==> config.mk <==
export PLATFORM = sky130hd
export DESIGN_NAME = fetch_ctrl
export DESIGN_NICKNAME = d
export VERILOG_FILES = /design/src/rtl/fetch_ctrl.sv
export SDC_FILE = /design/constraint.sdc
export NUM_CORES = 1
export LEC_CHECK = 0
export BUFFER_PORTS_ARGS = -buffer_cell sky130_fd_sc_hd__buf_2
export CAP_MARGIN = 15
export CORE_ASPECT_RATIO = 0.8
export CORE_MARGIN = 4
export CORE_UTILIZATION = 53
export DETAILED_ROUTE_END_ITERATION = 12
export PLACE_DENSITY = 0.84
export SLEW_MARGIN = 10
export SYNTH_ARGS = -nofsm -noshare
export SYNTH_HDL_FRONTEND = slang
export SYNTH_SLANG_ARGS = --single-unit
==> constraint.sdc <==
create_clock -name clk -period 4.1 [get_ports clk]
set_input_delay 0.205 -clock clk [delete_from_list [all_inputs] [get_ports clk]]
set_output_delay 0.205 -clock clk [all_outputs]
set_load 0.01 [all_outputs]
==> src/rtl/fetch_ctrl.sv <==
// Instruction fetch controller: walks a word-aligned PC through a fixed-latency
// instruction memory and holds one fetched word for decode until it is consumed.
module fetch_ctrl #(
  parameter logic [31:0] RESET_PC  = 32'h0000_0000,
  parameter int          MEM_WORDS = 1024,
  parameter int          MEM_LAT   = 1
) (
  input  logic        clk,
  input  logic        rst_n,
  input  logic        stall,
  input  logic        redirect,
  input  logic [31:0] redirect_pc,
  output logic [31:0] mem_addr,
  output logic        mem_rd,
  input  logic [31:0] mem_data,
  output logic        if_valid,
  output logic [31:0] if_pc,
  output logic [31:0] if_inst,
  output logic        if_fault,
  output logic [1:0]  dbgState
);

  typedef enum logic [1:0] {IDLE = 2'd0, REQ = 2'd1, WAIT = 2'd2, HOLD = 2'd3} fetchState_e;

  localparam logic [31:0] MemWords    = 32'(MEM_WORDS);
  localparam logic [3:0]  LatMinusOne = 4'(MEM_LAT - 1);
  localparam bit          SingleCycle = (MEM_LAT == 1);

  fetchState_e state, nextState;
  logic [31:0] pc;
  logic [3:0]  cnt;
  logic        inRange;
  logic        capture;
  logic        faultCapture;
  logic        advance;
  logic        takeRedirect;
  logic [31:0] redirectAligned;

  assign inRange         = ({2'b00, pc[31:2]} < MemWords);
  assign takeRedirect    = redirect && (state != IDLE);
  assign redirectAligned = redirect_pc & ~32'h3;
  assign dbgState        = state;

  always_comb begin
    nextState    = state;
    mem_rd       = 1'b0;
    capture      = 1'b0;
    faultCapture = 1'b0;
    advance      = 1'b0;
    case (state)
      IDLE: nextState = REQ;
      REQ: begin
        // Out-of-range addresses never touch memory; the fault is reported at once.
        if (!inRange) begin
          faultCapture = 1'b1;
          nextState    = HOLD;
        end else begin
          mem_rd = 1'b1;
          if (SingleCycle) begin
            capture   = 1'b1;
            nextState = HOLD;
          end else begin
            nextState = WAIT;
          end
        end
      end
      WAIT: begin
        mem_rd = 1'b1;
        if (cnt == 4'd1) begin
          capture   = 1'b1;
          nextState = HOLD;
        end
      end
      HOLD: begin
        if (!stall) begin
          advance   = 1'b1;
          nextState = REQ;
        end
      end
      default: nextState = IDLE;
    endcase
    // A redirect discards whatever the current state was about to do.
    if (takeRedirect) begin
      nextState    = REQ;
      capture      = 1'b0;
      faultCapture = 1'b0;
      advance      = 1'b0;
    end
  end

  always_ff @(posedge clk) begin
    if (!rst_n) begin
      state    <= IDLE;
      pc       <= RESET_PC;
      mem_addr <= RESET_PC;
      cnt      <= 4'd0;
      if_valid <= 1'b0;
      if_pc    <= 32'h0;
      if_inst  <= 32'h0;
      if_fault <= 1'b0;
    end else begin
      state <= nextState;
      if (takeRedirect) begin
        pc       <= redirectAligned;
        mem_addr <= redirectAligned;
        cnt      <= 4'd0;
        if_valid <= 1'b0;
        if_fault <= 1'b0;
      end else begin
        if (state == REQ) begin
          cnt <= LatMinusOne;
        end else if (state == WAIT) begin
          cnt <= cnt - 4'd1;
        end
        if (capture) begin
          if_inst  <= mem_data;
          if_pc    <= pc;
          if_fault <= 1'b0;
          if_valid <= 1'b1;
        end
        if (faultCapture) begin
          if_inst  <= 32'h0;
          if_pc    <= pc;
          if_fault <= 1'b1;
          if_valid <= 1'b1;
        end
        if (advance) begin
          pc       <= pc + 32'd4;
          mem_addr <= pc + 32'd4;
          if_valid <= 1'b0;
        end
      end
    end
  end

endmodule

=== Word-level counts from Yosys, hierarchy flattened ===
Cells that the tools add are included.

* Bitwise gates (word level): 2
* Mux-type cells: 25
* $add $sub $neg: 2
* Reduce and logical (&&, ||, !) cells: 11
* Equality and inequality tests: 8
* Order comparisons: 1

{| class="wikitable"
|+ Operators by type and width
! cell !! number
|-
| $mux 32 || 6
|-
| $add 32x3->32 const B || 1
|-
| $lt 30x11->1 const B || 1
|-
| $mux 1 || 14
|-
| $pmux 2 s4 || 1
|-
| $ne 3x3->1 const B || 2
|-
| $reduce_and 2->1 || 3
|-
| $reduce_bool 2->1 || 3
|-
| $reduce_or 3->1 || 2
|-
| $eq 2x2->1 const B || 2
|-
| $eq 4x1->1 const B || 1
|-
| $mux 2 || 2
|-
| $ne 2x2->1 const B || 2
|-
| $pmux 1 s2 || 2
|-
| $sub 4x1->4 const B || 1
|-
| $eq 2x1->1 const B || 1
|-
| $logic_not 2->1 || 1
|-
| $not 1->1 || 2
|-
| $reduce_or 2->1 || 1
|-
| $logic_and 1x1->1 || 1
|}

* Bits of input ports: 68
* Register bits after elaboration: 104
* Logic and storage cells: 58
* Output and inout bits: 101

=== Longest topological paths before layout ===
Gate-level depths: netlist of the first run.

* Depth in word-level cells: 6
* Mapped depth: 10
* Mapped depth without buffers: 7

=== Worst setup path before layout of the first run ===
Ideal clock, no wire load.

* Path kind: register to register
* From: register state[0], in the netlist dbgState[0]
* To: register if_inst[11]
* Slack: 2,106 ps
* Cell stages (with the launch flop): 10
* Buffers on the path: 2
* Data required time: 3,983 ps
* Arrival: 1,877 ps
* Setup time: 117 ps
* Clock period less this slack: 1,994 ps
* Path through: dfxtp_1 -> inv_1 -> ha_1 -> nand2b_1 -> clkbuf_1 -> o21ai_0 -> a311oi_4 -> nor2_2 -> buf_6 -> a22o_1

* Word-level cells in the longest chain between the ends: 5
* Elaborated cells between the ends (all ways): 12
* Those cells by class: 2 x eq/ne; 5 x mux; 1 x bitwise; 4 x reduce/logical

{| class="wikitable"
|+ RTL lines
! element !! RTL line !! text
|-
| from (decl) || 29 || <nowiki>fetchState_e state, nextState;</nowiki>
|-
| from (signal assigned) || 102 || <nowiki>state <= nextState;</nowiki>
|-
| $eq 2x2->1, or another cell as far along || 50 || <nowiki>case (state)</nowiki>
|-
| $pmux 1 s2, or another cell as far along || 50 ||
|-
| $mux 1 || 83 || <nowiki>if (takeRedirect) begin</nowiki>
|-
| $reduce_bool 2->1 (no line) || -- ||
|-
| $reduce_and 2->1 (no line) || -- ||
|-
| to (signal assigned) || 116 || <nowiki>if_inst <= mem_data;</nowiki>
|-
| to (decl) || 18 || <nowiki>output logic [31:0] if_inst,</nowiki>
|}

Several ways; a longest one is shown, not always the timed one.
A chain may end at the register's enable or synchronous reset.

=== Final worst setup path of the first run ===
* From: register state[0], in the netlist dbgState[0]
* To: register if_inst[22]

Same word-level chain as after synthesis.

==> run_results.csv, run 1 <==
group,metric,value,unit
clock_network,clock-sinks,100,
run_status,outcome,"finished, final reports clean",
route,wl_met2,5340,um
run,maxCapViolCount,0,
placed_design,hpwlAfterDp,8330,um
clock_network,post_cts_buffers,0,
route,drc,0,
clock_network,ctsRootBufferMaster,"clkbuf_8",
logic_synthesis,syn_inst,491,
route,via_per_inst,5.42,
clock_network,cts-hold-fix-buffers,0,
setup_path,reg2reg_from,"dbgState[0]$_SDFFE_PN0P_",
setup_path,startpoint_type,"flip-flop",
power_and_ir_drop,power_density,377,mW/mm^2
timing,fin_crit,2.61,ns
logic_synthesis,ys_warn_count,0,
timing,setup_viol,0,
power_and_ir_drop,pwr-share-clk,30.8,%
timing,timing.setup.tns,0,ns
placed_design,place.port_buffers,162,
floorplan,io_pins,169,
route,vias,4017,
setup_path,rrSetupSlack,1.49,ns
finish,drive_above_1_share,30.3,%
power_and_ir_drop,p_sw_share,28.9,%
clock_network,cts_tree,"done",
route,wl_met1,4890,um
setup_path,worstPathMaxFanout,18,
logic_synthesis,ys_types,49,
route,drtIter0Drc,265,
finish,nets,703,
clock_network,clkSlewWorstSetupHoldPaths,0.10,ns
floorplan,floorplan.die_area,0.00978,sq mm
power_and_ir_drop,ir_drop,0.228,mV
finish,antenna_cells,0,
hold_path,hold_end,"if_inst[12]$_SDFFE_PN0P_",
grt,grt_pass1_wl,17700,um
placed_design,place_area,0.00512,sq mm
timing,grt_setup_unrepaired,"no",
setup_path,criticalPathCategory,"reg2reg",
timing,skew,0.0134,ns
floorplan,start_util,54.8,%
power_and_ir_drop,power.internal,1430,uW
timing,worst_pin_slew,0.953,ns
clock_network,cts_buffers,9,
finish,syn2layout_area_growth,21.5,%
finish,final_area,0.00532,sq mm
setup_path,crit_required,4.34,ns
hold_path,hold_class,"in2reg",
timing,min_period_over_period,63.8,%
grt,grt_max_degree,77,
placed_design,gp_congestion,0.829,
route,top_layer_used,"met4",
clock_network,cts-resized-gates,0,
route,dr.pass1.iters,5,
logic_synthesis,synth.avg_cell_area,8.91,sq um
hold_path,hp-start,"mem_data[12]",
route,met3_length,790,um
logic_synthesis,ys.flop_type,"dfxtp_1",
setup_path,critPathArrivalTime,2.85,ns
floorplan,rows,29,
floorplan,die_h,89.3,um
route,routed_wl,11200,um
logic_synthesis,synth_edf_count,0,
setup_path,rr_worst_depth,7,
setup_path,end_kind,"flip-flop",
power_and_ir_drop,p_seq_share,53.8,%
floorplan,core_area,0.00798,sq mm
power_and_ir_drop,p_leak,0.00227,uW
timing,relSlewSlack,36.5,%
logic_synthesis,ys_ff_latch,100,
power_and_ir_drop,pwr-share-comb,15.4,%
grt,grt_overflow_total,0,
logic_synthesis,ys_seq_area_share,45.8,%
power_and_ir_drop,p_total,2010,uW
timing,finalHoldViolCount,0,
route,ant_nets,0,
logic_synthesis,syn_area,0.00438,sq mm
clock_network,clock_latency,0.36,ns
clock_network,cts_max_path_buffers,2,
clock_network,h-tree-depth,3,
route,avgRoutedWirePerCell,15.2,um
timing,finalMaxSlewViolations,0,
timing,clock.fmax,382,MHz
logic_synthesis,async_flop_share,0,%
grt,first_global_vias,3747,
grt,grt.total_usage,22.6,%
grt,antenna_found_initial,0,
hold_path,hold_depth,2,
floorplan,die_x,110,um
setup_path,r2r-end,"if_inst[22]$_SDFFE_PN0P_",
power_and_ir_drop,p_sw,580,uW
worst max path at each step:
stage	startpoint	to	slack [ns]	cells past startpoint
after CTS	dbgState[0]$_SDFFE_PN0P_	if_inst[22]$_SDFFE_PN0P_	1.51	7
after global routing	dbgState[1]$_SDFFE_PP0P_	if_pc[26]$_SDFFE_PN0P_	1.30	7
final	dbgState[0]$_SDFFE_PN0P_	if_inst[22]$_SDFFE_PN0P_	1.49	7
after floorplan	dbgState[0]$_SDFFE_PN0P_	if_inst[11]$_SDFFE_PN0P_	2.11	9
after detailed placement	dbgState[0]$_SDFFE_PN0P_	if_inst[22]$_SDFFE_PN0P_	1.52	7
after global placement	dbgState[0]$_SDFFE_PN0P_	if_inst[15]$_SDFFE_PN0P_	1.64	7
stage by stage:
| step | std cells | hold WS [ns] | utilization, % | setup slack [ns] |
|---|---|---|---|---|
| 2_1_floorplan | 494 | 0.330 | - | 2.11 |
| 3_3_place_gp | 725 | 0.416 | 64.2 | 1.64 |
| 3_5_place_dp | 725 | 0.418 | 64.2 | 1.52 |
| 4_1_cts | 741 | 0.0448 | 66.6 | 1.51 |
| 5_1_grt | 741 | 0.0522 | 66.6 | 1.30 |
| 6_report | 741 | 0.0612 | 66.6 | 1.49 |
critical path, stage by stage (launching register included):
cell      delay (ns)
dfxtp_1         0.35
inv_1           0.11
ha_1            0.32
and4bb_2        0.30
nor2_1          0.08
a311oi_4        0.74
nor2_2          0.29
a22o_1          0.32
flip-flops by register name, summed over array words and instances (netlist names):
register and cells:
cnt 4, pc 30, if_fault 1, if_valid 1, dbgState 2, if_inst 32, if_pc 30
per-layer routing:
layer / vias up / track usage, %
met1: 1879 / 29.4
li1: 1992 / -
met2: 127 / 36.6
met5: - / 0
met3: 19 / 5.63
met4: 0 / 8.72
power groups by stage:
stage	logic (uW)	clock network [uW]	registers [uW]
2_1_floorplan	188	0	1110
3_3_place_gp	298	0	1100
4_1_cts	310	631	1080
3_5_place_dp	309	0	1100
5_1_grt	341	673	1090
6_report	308	618	1080
logic make-up (layout without fill, tap and decap cells):
logic type,after synthesis,in the layout,synth area share [%]
xor+xnor,29,29,5.80
buf+inv,53,192,6.38
compound gates,104,104,15.1
other cells,1,4,0.0857
simple gates,178,178,20.6
flops,100,100,45.8
mux,19,19,4.35
fa+ha+maj,7,7,2.00
Yosys cell counts (2+ instances only):
library cell	n	area share, %
nor2_1	40	3.4
nand3_1	44	5.0
nand2_1	45	3.9
ha_1	7	2.0
or3_1	2	0.29
buf_2	8	0.92
xor2_1	10	2.0
or4_4	2	0.51
buf_4	4	0.69
clkbuf_1	23	2.0
o21ai_0	49	5.6
a311oi_1	2	0.40
nor3_1	7	0.80
inv_1	10	0.86
dfxtp_1	100	46
nor2b_1	2	0.29
buf_6	5	1.3
and4_1	5	1.0
a31oi_1	3	0.43
nand4_1	5	0.71
nor4_1	9	1.3
a21oi_1	15	1.7
and3_1	6	0.86
o22ai_1	2	0.29
xnor2_1	19	3.8
a211oi_1	11	1.9
mux2i_1	19	4.3
a31o_1	2	0.40
a22o_1	15	3.0
placed cells by master (no fill, tap or decap), types with 11 or more instances in the layout:
| master | synthesis | final |
|---|---|---|
| dfxtp_1 | 100 | 100 |
| xnor2_1 | 19 | 19 |
| mux2i_1 | 19 | 19 |
| buf_2 | 8 | 162 |
| nand3_1 | 44 | 44 |
| nor2_1 | 40 | 40 |
| a22o_1 | 15 | 15 |
| a21oi_1 | 15 | 15 |
| nand2_1 | 45 | 45 |
| o21ai_0 | 49 | 49 |
| a211oi_1 | 11 | 11 |
final cells by class:
cell class	instances	area, sq um
clock inverters	6	65.1
fillers	700	2670
multi-input cells	341	2110
well taps	108	135
inverters	10	37.5
flip-flops and latches	100	2000
repair buffers	166	841
clock buffers	10	128
No activity file was read; power rests on OpenSTA's default activity.
==> inputs of run 2 (changes only) <==
Settings changed: CORE_UTILIZATION 53 to 44, PLACE_DENSITY 0.84 to 0.74.
Clock period 4.1 ns to 2.1 ns, I/O delays scaled along.
==> run 2 against run 1 <==
Against the previous run: first-iteration DRC count shrank 17%; sequential cell count is the same; combinational power grew 130%; power grew 130%; sequential power grew 93%; count of clock-buffer cells in the layout grew 1; register-to-register slack lost 1.4 ns; fmax grew 31%; sequential share of layout area shrank 3.8 points; via count grew 3.3%; routed wire length grew 7.1%; die area grew 19%.
==> run_results.csv, run 2 (synthesis gave the netlist of run 1 again) <==
group,metric,value,unit
run_status,outcome,"finished, final reports clean",
finish,post-route-util,61.1,%
finish,final_area,0.00592,sq mm
floorplan,die_x,119,um
placed_design,gp_congestion,0.883,
setup_path,reg2reg_from,"pc[25]$_SDFFE_PN0P_",
clock_network,cts_max_path_buffers,2,
finish,final_cells,815,
power_and_ir_drop,p_leak,0.00254,uW
route,via_per_inst,5.09,
clock_network,clock_latency,0.35,ns
placed_design,dp.cells,777,
route,drc,0,
grt,grt_overflow_total,0,
timing,setup_viol,0,
grt,grt-busiest-layer,"met2",
timing,relSlewSlack,60.7,%
finish,nets,749,
setup_path,rrSetupSlack,0.10,ns
setup_path,worstSetupStartpoint,"pc[25]$_SDFFE_PN0P_",
route,avgRoutedWirePerCell,14.8,um
hold_path,hp-start,"mem_data[16]",
floorplan,rows,32,
setup_path,criticalPathCategory,"reg2reg",
route,drtIter0Drc,219,
floorplan,core_area,0.00969,sq mm
hold_path,hold_class,"in2reg",
finish,top_regs,"if_inst: 32 flops, if_pc: 30 flops, pc: 30 flops",
power_and_ir_drop,pwr-share-clk,38.7,%
timing,worst_pin_slew,0.590,ns
setup_path,cp_cell_sequence,"nor4_1 > and3_2 > a31o_1 > buf_12 > mux2i_1 > nor2_1",
finish,largest_reg_flops,32,
setup_path,worstPathMaxFanout,17,
grt,grt_pass1_wl,19600,um
floorplan,io_pins,169,
timing,fin_crit,2.00,ns
power_and_ir_drop,p_sw,1210,uW
power_and_ir_drop,p_sw_share,26.5,%
grt,antenna_found_initial,0,
timing,grt_setup_unrepaired,"no",
timing,clock.fmax,500,MHz
run,maxCapViolCount,0,
setup_path,rr_worst_depth,6,
setup_path,startpoint_type,"flip-flop",
clock_network,cts_tree,"done",
clock_network,cts_buffers,9,
grt,grt_max_degree,60,
power_and_ir_drop,p_seq_share,45.5,%
finish,regArea,0.00200,sq mm
power_and_ir_drop,ir_drop,0.552,mV
grt,first_global_vias,4039,
finish,multiInputGateArea,0.00211,sq mm
clock_network,clkSlewWorstSetupHoldPaths,0.07,ns
finish,antenna_cells,0,
grt,use_met3,5.82,%
power_and_ir_drop,power_density,770,mW/mm^2
placed_design,place.port_buffers,162,
timing,min_period_over_period,95.1,%
hold_path,hold_depth,3,
route,ant_nets,0,
floorplan,die_h,97.2,um
timing,finalHoldWorstSlack,0.0106,ns
floorplan,floorplan.die_area,0.0116,sq mm
finish,layout_commonest_cell,"buf_2",
timing,finalHoldViolCount,0,
finish,drive_above_1_share,32.1,%
setup_path,crit_required,2.30,ns
timing,skew,0.0163,ns
grt,grt_use_met1,25.8,%
setup_path,slowest_stage,"nor4_1",
clock_network,clock-sinks,100,
timing,timing.setup.tns,0,ns
setup_path,end_kind,"flip-flop",
power_and_ir_drop,power.internal,3350,uW
timing,finalMaxSlewViolations,0,
finish,final_cell_mix,"buf_2 (162), dfxtp_1 (100), o21ai_0 (49), nand2_1 (45), nand3_1 (44)",
placed_design,place_area,0.00536,sq mm
finish,regMostFlops,"if_inst",
route,dr.pass1.iters,4,
finish,syn2layout_area_growth,35.3,%
floorplan,start_util,45.2,%
clock_network,ctsRootBufferMaster,"clkbuf_16",
finish,nFillCells,898,
grt,use_met2,33.6,%
route,vias,4151,
setup_path,critPathMaxStageDelay,0.42,ns
route,routed_wl,12000,um
power_and_ir_drop,pwr-share-comb,15.7,%
clock_network,h-tree-depth,3,
grt,grt.total_usage,20.4,%
placed_design,hpwlAfterDp,8740,um
setup_path,critPathArrivalTime,2.20,ns
[run 2: cell count changes in the layout (fill, tap and decap cells not counted), sizes merged]
cell         before  now
clkinvlp          1    2
inv              10   11
bufinv            1    2
buf             166  191
dlygate4sd3       0   21
clkinv            4    0
clkbuf           10   11
[run 2: worst paths after layout]
path / endpoint
setup reg to reg: if_inst[7]$_SDFFE_PN0P_
setup / recovery: if_inst[7]$_SDFFE_PN0P_
hold reg to reg: if_pc[13]$_SDFFE_PN0P_
hold / removal: if_inst[16]$_SDFFE_PN0P_
[run 2: cell type report]
cell class | count | area share, %
Clock buffer | 11 | 3.93
Clock inverter | 5 | 1.42
Inverter | 10 | 0.634
Multi-Input combinational cell | 341 | 35.7
Sequential cell | 100 | 33.8
Tap cell | 136 | 2.87
Timing Repair Buffer | 212 | 21.6
[run 2: repair_timing]
action,in CTS,in global routing
hold buffers,20,1
gates resized for setup,0,3
endpoints found under the hold margin,20,1
gates cloned,0,0
setup endpoints to repair,15,33
pin swaps,1,0
setup buffers,1,0
[run 2: metrics by stage]
| stage | total power, uW | worst slack (ns) |
|---|---|---|
| after global routing | 4780 | 0.00954 |
| after detailed placement | 2800 | 0.0858 |
| final | 4560 | 0.102 |
| after CTS | 4590 | 0.0595 |
| after floorplan | 2530 | 0.106 |
| after global placement | 2780 | 0.158 |
[run 2: power groups by stage]
stage	Combinational (uW)	Sequential, uW	Clock [uW]
2_1_floorplan	367	2160	0
3_3_place_gp	666	2110	0
3_5_place_dp	683	2120	0
4_1_cts	716	2080	1800
5_1_grt	793	2090	1890
6_report	718	2080	1770
[run 2: routing by layer]
metal | vias up | wire length, um
met2 | 117 | 5770
met5 | - | 0
met4 | 0 | 262
met3 | 18 | 725
li1 | 2090 | -
met1 | 1926 | 5270
[run 2: worst max-delay path: cells and delay by family, from the launching register on]
kind	cells	cell delay (ns)
AO/OA/AOI/OAI	1	0.24
AND/OR/NAND/NOR	3	0.85
buffers and inverters	1	0.19
multiplexers	1	0.19
flip-flops	1	0.37
==> inputs of run 3 (changes only) <==
Settings changed: ABC_AREA set to 1, CORE_UTILIZATION 44 to 30, PLACE_DENSITY 0.74 to 0.52.
==> run 3 against run 2 <==
Against the previous run: power increased by 16%; highest routed layer unchanged; clock skew decreased by 0.0027 ns; cell area increased by 17%; synthesized cell count increased by 60%; final cell count increased by 48%; critical path type unchanged; hold slack improved by 0.0012 ns; core utilization decreased by 21 points; fmax increased by 5.8%; count of clock-buffer cells in the layout decreased by 2; critical endpoint is now if_valid$_SDFFE_PP0P_.
==> run_results.csv, run 3 <==
group,metric,value,unit
run_status,outcome,"finished, final reports clean",
placed_design,hpwlAfterDp,13400,um
logic_synthesis,synth.avg_cell_area,6.71,sq um
timing,postLayoutSetupSlackWorst,0.212,ns
route,via_per_inst,4.63,
clock_network,cts_buffers,9,
logic_synthesis,synth_top_family_by_area,"simple AND/OR/NAND/NOR gates",
grt,grt_overflow_total,0,
logic_synthesis,ys_top_cells_by_area,"dfxtp_1 (38%), nand2_1 (14%), nand3_1 (8.1%)",
floorplan,rows,43,
logic_synthesis,syn_inst,786,
finish,layout_commonest_cell,"nand2_1",
clock_network,ctsRootBufferMaster,"clkbuf_16",
logic_synthesis,synth_top_area_cell,"dfxtp_1",
setup_path,rrSetupSlack,0.21,ns
logic_synthesis,ys_warn_count,0,
logic_synthesis,syn_area,0.00527,sq mm
logic_synthesis,synth_edf_count,0,
power_and_ir_drop,power_density,762,mW/mm^2
placed_design,dp_slack,0.157,ns
setup_path,crit_buf_inv,4,
setup_path,worstPathMaxFanout,55,
finish,top_regs,"if_inst: 32 flops, if_pc: 30 flops, pc: 30 flops",
route,drc,0,
setup_path,cpLargestDelayFamily,"buffers and inverters",
timing,setup_viol,0,
timing,min_period_over_period,89.9,%
logic_synthesis,ys_types,28,
route,drtIter0Drc,485,
floorplan,io_pins,169,
timing,finalMaxSlewViolations,0,
setup_path,crit_required,2.36,ns
finish,syn2layout_area_growth,31.6,%
route,vias,5578,
route,routed_wl,17800,um
power_and_ir_drop,ir_drop,0.400,mV
route,dr.pass1.iters,5,
finish,post-route-util,40.2,%
setup_path,end_kind,"flip-flop",
run,maxCapViolCount,0,
logic_synthesis,ys_ff_latch,100,
finish,final_cell_mix,"nand2_1 (194), buf_2 (162), dfxtp_1 (100), nor2_1 (96), nand3_1 (85)",
finish,regMostFlops,"if_inst",
timing,fin_crit,1.89,ns
timing,grt_setup_unrepaired,"no",
placed_design,gp_congestion,0.903,
timing,timing.setup.tns,0,ns
logic_synthesis,synth_compound_gate_area_share,13.8,%
setup_path,rr_worst_depth,9,
route,ant_nets,0,
setup_path,slowest_stage,"dfxtp_1",
timing,clock.fmax,530,MHz
setup_path,cp.depth,9,
logic_synthesis,ys_seq_area_share,38.0,%
setup_path,startpoint_type,"flip-flop",
logic_synthesis,synth_xor_area_share,1.83,%
floorplan,die_h,127,um
grt,first_global_vias,5162,
timing,finalHoldViolCount,0,
setup_path,criticalPathCategory,"reg2reg",
clock_network,cts_max_path_buffers,2,
clock_network,h-tree-depth,3,
floorplan,core_area,0.0173,sq mm
route,avgRoutedWirePerCell,14.8,um
setup_path,cpMostUsedCell,"inv_1",
logic_synthesis,synth_mux_area_share,0,%
power_and_ir_drop,p_leak,0.00323,uW
finish,largest_reg_flops,32,
hold_path,hold_depth,3,
floorplan,die_x,156,um
clock_network,post_cts_buffers,0,
logic_synthesis,synthSimpleGateAreaFrac,33.7,%
clock_network,clkSlewWorstSetupHoldPaths,0.08,ns
setup_path,cp_cell_sequence,"inv_1 > ha_1 > nor2_2 > inv_2 > nand3_4 > buf_12 > nand2_1 > o21ai_1 > inv_1",
grt,grt_max_degree,56,
hold_path,hold_class,"in2reg",
grt,antenna_found_initial,0,
floorplan,floorplan.die_area,0.0198,sq mm
logic_synthesis,synth.most_common_cell,"nand2_1",
finish,antenna_cells,0,
placed_design,place.port_buffers,162,
clock_network,cts_tree,"done",
logic_synthesis,synth_fa_ha_area_share,1.66,%
grt,grt_pass1_wl,27900,um
logic_synthesis,ys.flop_type,"dfxtp_1",
setup_path,critPathMaxStageDelay,0.39,ns
power_and_ir_drop,p_total,5290,uW
clock_network,clock_latency,0.36,ns
floorplan,start_util,30.5,%
logic_synthesis,synth_top_cell_area_share,38.0,%
clock_network,clock-sinks,100,
timing,skew,0.0136,ns
finish,drive_above_1_share,27.9,%
setup_path,critPathArrivalTime,2.15,ns
grt,grt.total_usage,17.8,%
logic_synthesis,async_flop_share,0,%
finish,nets,1050,
logic_synthesis,ys_top_cells_by_count,"nand2_1 (195), dfxtp_1 (100), nor2_1 (98)",
-- run 3: tightest hold or removal path: cells and delay by family --
family                 cells  cell delay (ns)
AND/OR/NAND/NOR            1             0.06
buffers and inverters      1             0.09
AO/OA/AOI/OAI              1             0.06
-- run 3: per-stage QoR --
step / hold WS [ns] / cell area (sq um) / instances
final: 0.0118 / 6940 / 1205
after global routing: 0.00252 / 6940 / 1205
after CTS: 0.000192 / 6940 / 1205
after detailed placement: 0.386 / 6450 / 1171
after global placement: 0.381 / 6450 / 1171
after floorplan: 0.270 / 5280 / 789
-- run 3: cell type report --
type,count,area [sq um]
clock inverters,7,83.8
clock buffers,9,225
multi-input cells,563,2720
fillers,1858,10300
inverters,80,300
flip-flops and latches,100,2000
repair buffers,221,1320
well taps,225,282
-- run 3: per-layer routing --
layer | GRT usage (%) | vias to the layer above | share of wire (%)
met3 | 3.96 | 23 | 6.0
met4 | 5.20 | 0 | 1.8
li1 | - | 2910 | -
met5 | 0 | - | 0
met1 | 26.5 | 2476 | 51
met2 | 25.5 | 169 | 41
-- run 3: where the power goes --
group	leakage (uW)	internal (uW)	total [uW]	switching, uW
Clock	0.000151	857	1730	869
Combinational	0.00226	544	1400	860
Sequential	0.000816	2060	2160	100
-- run 3: cells by family after synthesis --
kind of cell / count (synthesis)
and+or+nand+nor: 419
buffers and inverters: 126
AOI/OAI and AO/OA: 122
DFF: 100
xor gates and xnor gates: 11
adders and majority gates: 7
other: 1
-- run 3: worst paths after layout --
path / from / endpoint
min reg2reg: if_valid$_SDFFE_PP0P_ / if_valid$_SDFFE_PP0P_
min: mem_data[1] / if_inst[1]$_SDFFE_PN0P_
max reg2reg: dbgState[0]$_SDFFE_PN0P_ / if_valid$_SDFFE_PP0P_
max: dbgState[0]$_SDFFE_PN0P_ / if_valid$_SDFFE_PP0P_
-- run 3: timing repair --
item / 4_1_cts / 5_1_grt
setup endpoints to repair: 0 / 7
resized for setup: 0 / 1
hold buffers: 18 / 0
endpoints found under the hold margin: 18 / 0
